**config.mk**
```make
export PLATFORM = sky130hd
export DESIGN_NAME = cmp_share_ctrl
export DESIGN_NICKNAME = d
export VERILOG_FILES = /design/src/rtl/rsa_cmp_pkg.sv /design/src/rtl/rr_arbiter.sv /design/src/rtl/cmp_share_ctrl.sv
export SDC_FILE = /design/constraint.sdc
export NUM_CORES = 1
export LEC_CHECK = 0
export BUFFER_PORTS_ARGS = -buffer_cell sky130_fd_sc_hd__buf_2
export CAP_MARGIN = 10
export CORE_ASPECT_RATIO = 2
export CORE_UTILIZATION = 45
export CTS_BUF_LIST = sky130_fd_sc_hd__clkbuf_8 sky130_fd_sc_hd__clkbuf_16
export DETAILED_ROUTE_END_ITERATION = 12
export HOLD_SLACK_MARGIN = 0.02
export PLACE_DENSITY = 0.76
export SLEW_MARGIN = 20
export SYNTH_ARGS = -nofsm -noshare
export SYNTH_HDL_FRONTEND = slang
export SYNTH_SLANG_ARGS = --single-unit
export TNS_END_PERCENT = 50
```
**constraint.sdc**
```tcl
create_clock -name clk -period 3.2 [get_ports clk]
set_clock_uncertainty 0.05 [all_clocks]
set_input_delay 0.48 -clock clk [delete_from_list [all_inputs] [get_ports clk]]
set_output_delay 0.48 -clock clk [all_outputs]
set_load 0.1 [all_outputs]
```
**src/rtl/rsa_cmp_pkg.sv**
```systemverilog
// Shared types for the RSA comparator-sharing controllers: FSM states, index width helper, watchdog default.
// Pure declarations; no latency or backpressure of its own.
package rsa_cmp_pkg;

    typedef enum logic [1:0] {
        IDLE  = 2'd0,
        ISSUE = 2'd1,
        WAIT  = 2'd2,
        RESP  = 2'd3
    } cmp_state_t;

    localparam int DEFAULT_TIMEOUT_CYCLES = 64;

    // Index width for n requesters, never narrower than one bit.
    function automatic int REQ_IDX_W(input int n);
        return (n > 1) ? $clog2(n) : 1;
    endfunction

endpackage

```
**src/rtl/rr_arbiter.sv**
```systemverilog
// Round-robin arbiter: first set request strictly after 'last', wrapping; one-hot grant plus index.
// Purely combinational, zero latency; no backpressure (the caller qualifies the grant).
module rr_arbiter #(
    parameter int N = 4,
    parameter int W = 2
) (
    input  logic [N-1:0] req,
    input  logic [W-1:0] last,
    output logic [N-1:0] grant,
    output logic [W-1:0] idx,
    output logic         any
);

    always_comb begin
        int c;
        grant = '0;
        idx   = '0;
        any   = 1'b0;
        c     = 0;
        for (int k = 1; k <= N; k++) begin
            c = int'(last) + k;
            if (c >= N) begin
                c = c - N;
            end
            if (!any && req[c]) begin
                any      = 1'b1;
                grant[c] = 1'b1;
                idx      = W'(c);
            end
        end
    end

endmodule

```
**src/rtl/cmp_share_ctrl.sv**
```systemverilog
// Time-shares one equality comparator among NUM_REQ requesters; grant-to-response is done latency + 2 cycles.
// Accepts one request per IDLE visit via combinational req_ready; ce low freezes everything and withholds ready.
module cmp_share_ctrl
    import rsa_cmp_pkg::*;
#(
    parameter int DATA_WIDTH     = 8,
    parameter int NUM_REQ        = 4,
    parameter int TIMEOUT_CYCLES = DEFAULT_TIMEOUT_CYCLES
) (
    input  logic                            clk,
    input  logic                            rst,
    input  logic                            ce,
    input  logic [NUM_REQ-1:0]              req_valid,
    input  logic [NUM_REQ*DATA_WIDTH-1:0]   req_a,
    input  logic [NUM_REQ*DATA_WIDTH-1:0]   req_b,
    output logic [NUM_REQ-1:0]              req_ready,
    output logic [NUM_REQ-1:0]              rsp_valid,
    output logic                            rsp_equal,
    output logic                            rsp_timeout,
    output logic                            start_cmp,
    output logic [DATA_WIDTH-1:0]           in0,
    output logic [DATA_WIDTH-1:0]           in1,
    input  logic                            done_cmp,
    input  logic                            are_equal,
    output logic                            busy,
    output logic [REQ_IDX_W(NUM_REQ)-1:0]   grant_id
);

    localparam int IDX_W = REQ_IDX_W(NUM_REQ);
    localparam int TMR_W = (TIMEOUT_CYCLES > 0) ? $clog2(TIMEOUT_CYCLES + 1) : 1;
    // Timer holds (k-1) during the k-th WAIT cycle, so this value marks the last allowed one.
    localparam logic [TMR_W-1:0] TMR_LAST = TMR_W'((TIMEOUT_CYCLES > 0) ? TIMEOUT_CYCLES - 1 : 0);

    cmp_state_t             state;
    logic [IDX_W-1:0]       last;
    logic [TMR_W-1:0]       timer;
    logic [NUM_REQ-1:0]     gnt_q;

    logic [NUM_REQ-1:0]     arb_gnt;
    logic [IDX_W-1:0]       arb_idx;
    logic                   arb_any;
    logic [DATA_WIDTH-1:0]  sel_a;
    logic [DATA_WIDTH-1:0]  sel_b;

    rr_arbiter #(
        .N (NUM_REQ),
        .W (IDX_W)
    ) u_arb (
        .req   (req_valid),
        .last  (last),
        .grant (arb_gnt),
        .idx   (arb_idx),
        .any   (arb_any)
    );

    always_comb begin
        sel_a = req_a[int'(arb_idx)*DATA_WIDTH +: DATA_WIDTH];
        sel_b = req_b[int'(arb_idx)*DATA_WIDTH +: DATA_WIDTH];
    end

    assign req_ready = (ce && state == IDLE) ? arb_gnt : '0;
    assign busy      = (state != IDLE);

    always_ff @(posedge clk or posedge rst) begin
        if (rst) begin
            state       <= IDLE;
            last        <= IDX_W'(NUM_REQ - 1);
            timer       <= '0;
            gnt_q       <= '0;
            grant_id    <= '0;
            in0         <= '0;
            in1         <= '0;
            start_cmp   <= 1'b0;
            rsp_valid   <= '0;
            rsp_equal   <= 1'b0;
            rsp_timeout <= 1'b0;
        end else if (ce) begin
            case (state)
                IDLE: begin
                    if (arb_any) begin
                        in0       <= sel_a;
                        in1       <= sel_b;
                        gnt_q     <= arb_gnt;
                        grant_id  <= arb_idx;
                        start_cmp <= 1'b1;
                        state     <= ISSUE;
                    end
                end
                ISSUE: begin
                    start_cmp <= 1'b0;
                    timer     <= '0;
                    state     <= WAIT;
                end
                WAIT: begin
                    // A completion coinciding with the watchdog expiry still reports the real result.
                    if (done_cmp) begin
                        rsp_equal   <= are_equal;
                        rsp_timeout <= 1'b0;
                        rsp_valid   <= gnt_q;
                        state       <= RESP;
                    end else if (TIMEOUT_CYCLES != 0 && timer == TMR_LAST) begin
                        rsp_equal   <= 1'b0;
                        rsp_timeout <= 1'b1;
                        rsp_valid   <= gnt_q;
                        state       <= RESP;
                    end else begin
                        timer <= timer + 1'b1;
                    end
                end
                RESP: begin
                    rsp_valid <= '0;
                    last      <= grant_id;
                    state     <= IDLE;
                end
                default: state <= IDLE;
            endcase
        end
    end

endmodule

```
==> results.md <==
* Status: completed
* Die height at 115 um
* HP Class: input pin to asynchronous set/reset pin
* # Max-Cap Violations at 0
* CTS tree: done
* Synth Area in Adders at 0.0612
* Max FO, Critical Path at 5
* Worst Setup Start Kind: register
* RSZ-0062 raised after global routing: true
* Clock transition at the registers of the reported paths at 0.06 ns
* Antenna cells at 0
* GPL Wtd Cong at 0.875
* Antenna violations before repair at 0
* CTS Hold Bufs at 0
* CTS Buf Count at 5
* # DRC at 0
* Max-slew violations at 0
* Reg2reg start: last[0]
* Largest family of logic cells by synthesized area: multiplexers
* Final hold viol count at 0
* Tot GR Track Use at 0.210
* Max Used Layer: met4
* Storage element area at 1000 um^2
* Synth Area in Compound Gates at 0.163
* Htree depth at 2
* Mux cell area share after synthesis at 0.249
* Register bit total from synthesis at 40
* Commonest non-fill, non-tap cell in the layout: buf_2
* Cell Rows at 40
* Maximum clock path buffer count at 2
* Port bufs at 102
* Final worst path period share at 0.998
* XOR/XNOR Fraction of Synth Area at 0.0122
* Total gr overflow at 0
* Max transition margin at 0.455
* Clk sink count at 40
* Detailed Route Iter0 Violations at 87
* Area of the die at 6710 um^2
* Setup ws final at 0.00519 ns
* Arrival @ worst endpoint at 2.66 ns
* Fill cell count at 501
* CP Cell Sequence: inv_4 -> ha_4 -> mux4_2 -> nor4b_4 -> a22oi_1 -> o21ai_1 -> nor2b_4 -> buf_12
* EDFF count, synth at 0
* R2r setup slk at 0.10 ns
* Placement Setup Slack at 0.178 ns
* Drt pass-1 iters at 4
* Die W at 58.4 um
* Post-synthesis cell count at 265
* Post-DP HPWL at 5.37 mm
* Core area at 6060 um^2
* Largest stage delay on the critical path at 0.59 ns
* Nets@finish at 469
* Final ANT Viol Nets at 0
* Via density at 5.23
* Share of layout cells above drive strength 1 at 0.496
* Crit-path leading delay family: simple AND/OR/NAND/NOR gates
* Global-route wire length before repair at 10.9 mm
* Vias in the first global route at 2465
* Fin area at 3850 um^2
* Tmin final at 3.19 ns
* Simple-Gate Fraction of Synth Area at 0.105
* WL per Instance at 14.5 um
* CP Data Required Time at 2.67 ns
* Fin util at 0.635
* WP buf/inv at 2
* M1 WL at 2.31 mm
* Post-Syn Area at 2860 um^2
* Met3 Wirelength at 295 um
* IO Pins at 103
* Synth cell types at 48
* Ys flop type: dfrtp_1
* Multi-input logic area at 1750 um^2
* R2R depth at 11
* Worst-margin pin slew at 0.817 ns
* Met2 WL at 3.92 mm
* Sequential share of the synthesized area at 0.350
* Drt total wl at 6.78 mm
* WS Path Type: register to primary output
* Yosys warning count at 0
* Root Buffer: clkbuf_16
* Pin count of the biggest net entering global routing at 22
* Via count at 2444
* Initial core utilization at 0.473
* Worst-Skew Late Latency at 0.28 ns
* CP max stage cell: dfstp_2
* R2R Path End: in0[5]
* Area grow syn2layout at 34.3%
* Placed instance area at 3570 um^2
* Final setup violation count at 0
* Mapped Nets at 352
* CP endpoint kind: primary output
* Commonest cells after routing, fill and taps aside: buf_2, dfrtp_1, mux2i_1
* Max Clock Freq at 0.313 GHz
* Mapped Avg Cell Area at 10.8 um^2
* Async SR Flop Fraction at 1.00
==> layout make-up <==
cell class                 count  share of cell area
tap                           84              0.0273
inverter                      11              0.0114
timing repair buffer         125               0.197
multi-input combinational    199               0.456
sequential                    40               0.261
clock buffer                   7              0.0397
clock inverter                 1             0.00780
==> metal layers <==
layer	track usage	vias up
li1	-	1189
met1	0.200	1140
met2	0.404	96
met3	0.0349	19
met4	0.116	0
met5	0	-
==> worst max-delay path by stage <==
stage / from / end / depth (start not counted)
2_1_floorplan: last[1] / in1[7] / 8
3_3_place_gp: last[0] / req_ready[2] / 9
3_5_place_dp: last[0] / req_ready[2] / 9
4_1_cts: last[0] / req_ready[1] / 7
5_1_grt: last[0] / req_ready[2] / 8
6_report: last[0] / req_ready[1] / 8
==> synthesized netlist by cell type (5+ instances only) <==
cell type | n | area (um^2)
mux2i_1 | 33 | 330
ha_1 | 14 | 175
nor2_1 | 14 | 52.6
o21ai_0 | 5 | 25.0
a22oi_1 | 6 | 45.0
mux2_2 | 11 | 124
nand2_1 | 31 | 116
mux4_2 | 5 | 113
o21ai_1 | 7 | 35.0
clkbuf_1 | 6 | 22.5
o21ai_2 | 15 | 131
inv_1 | 11 | 41.3
mux2_4 | 9 | 135
dfrtp_1 | 38 | 951
==> what timing repair did <==
item                       in CTS  in global routing
setup endpoints to repair       4                  4
pin swaps                       2                  4
buffers inserted                4                  6
resized for setup               5                  2
==> registers in the layout, summed over array words and instances, names as in the netlist <==
signal / flops
gnt_q: 4
rsp_timeout: 1
last: 2
start_cmp: 1
in1: 8
rsp_equal: 1
grant_id: 2
timer: 7
in0: 8
rsp_valid: 4
state: 2
==> cell families (layout without fill, tap and decap cells) <==
family                   Yosys count  in the layout
AND/OR/NAND/NOR                   63             63
AO/OA/AOI/OAI                     59             59
multiplexers                      59             59
flip-flops                        40             40
buffers and inverters             26            144
adder cells (fa/ha/maj)           14             14
XOR/XNOR                           4              4
==> metrics by stage <==
| step | TNS [ns] | cells | hold slack, ns |
|---|---|---|---|
| 3_5_place_dp | 0 | 450 | 0.400 |
| 5_1_grt | -0.278 | 467 | 0.382 |
| 3_3_place_gp | 0 | 450 | 0.398 |
| 2_1_floorplan | 0 | 265 | 0.400 |
| 4_1_cts | 0 | 462 | 0.329 |
| 6_report | 0 | 467 | 0.297 |
Power is left out: the tool's default activity adds up to more than one toggle a clock period on the data nets, which glitch-free logic cannot reach.
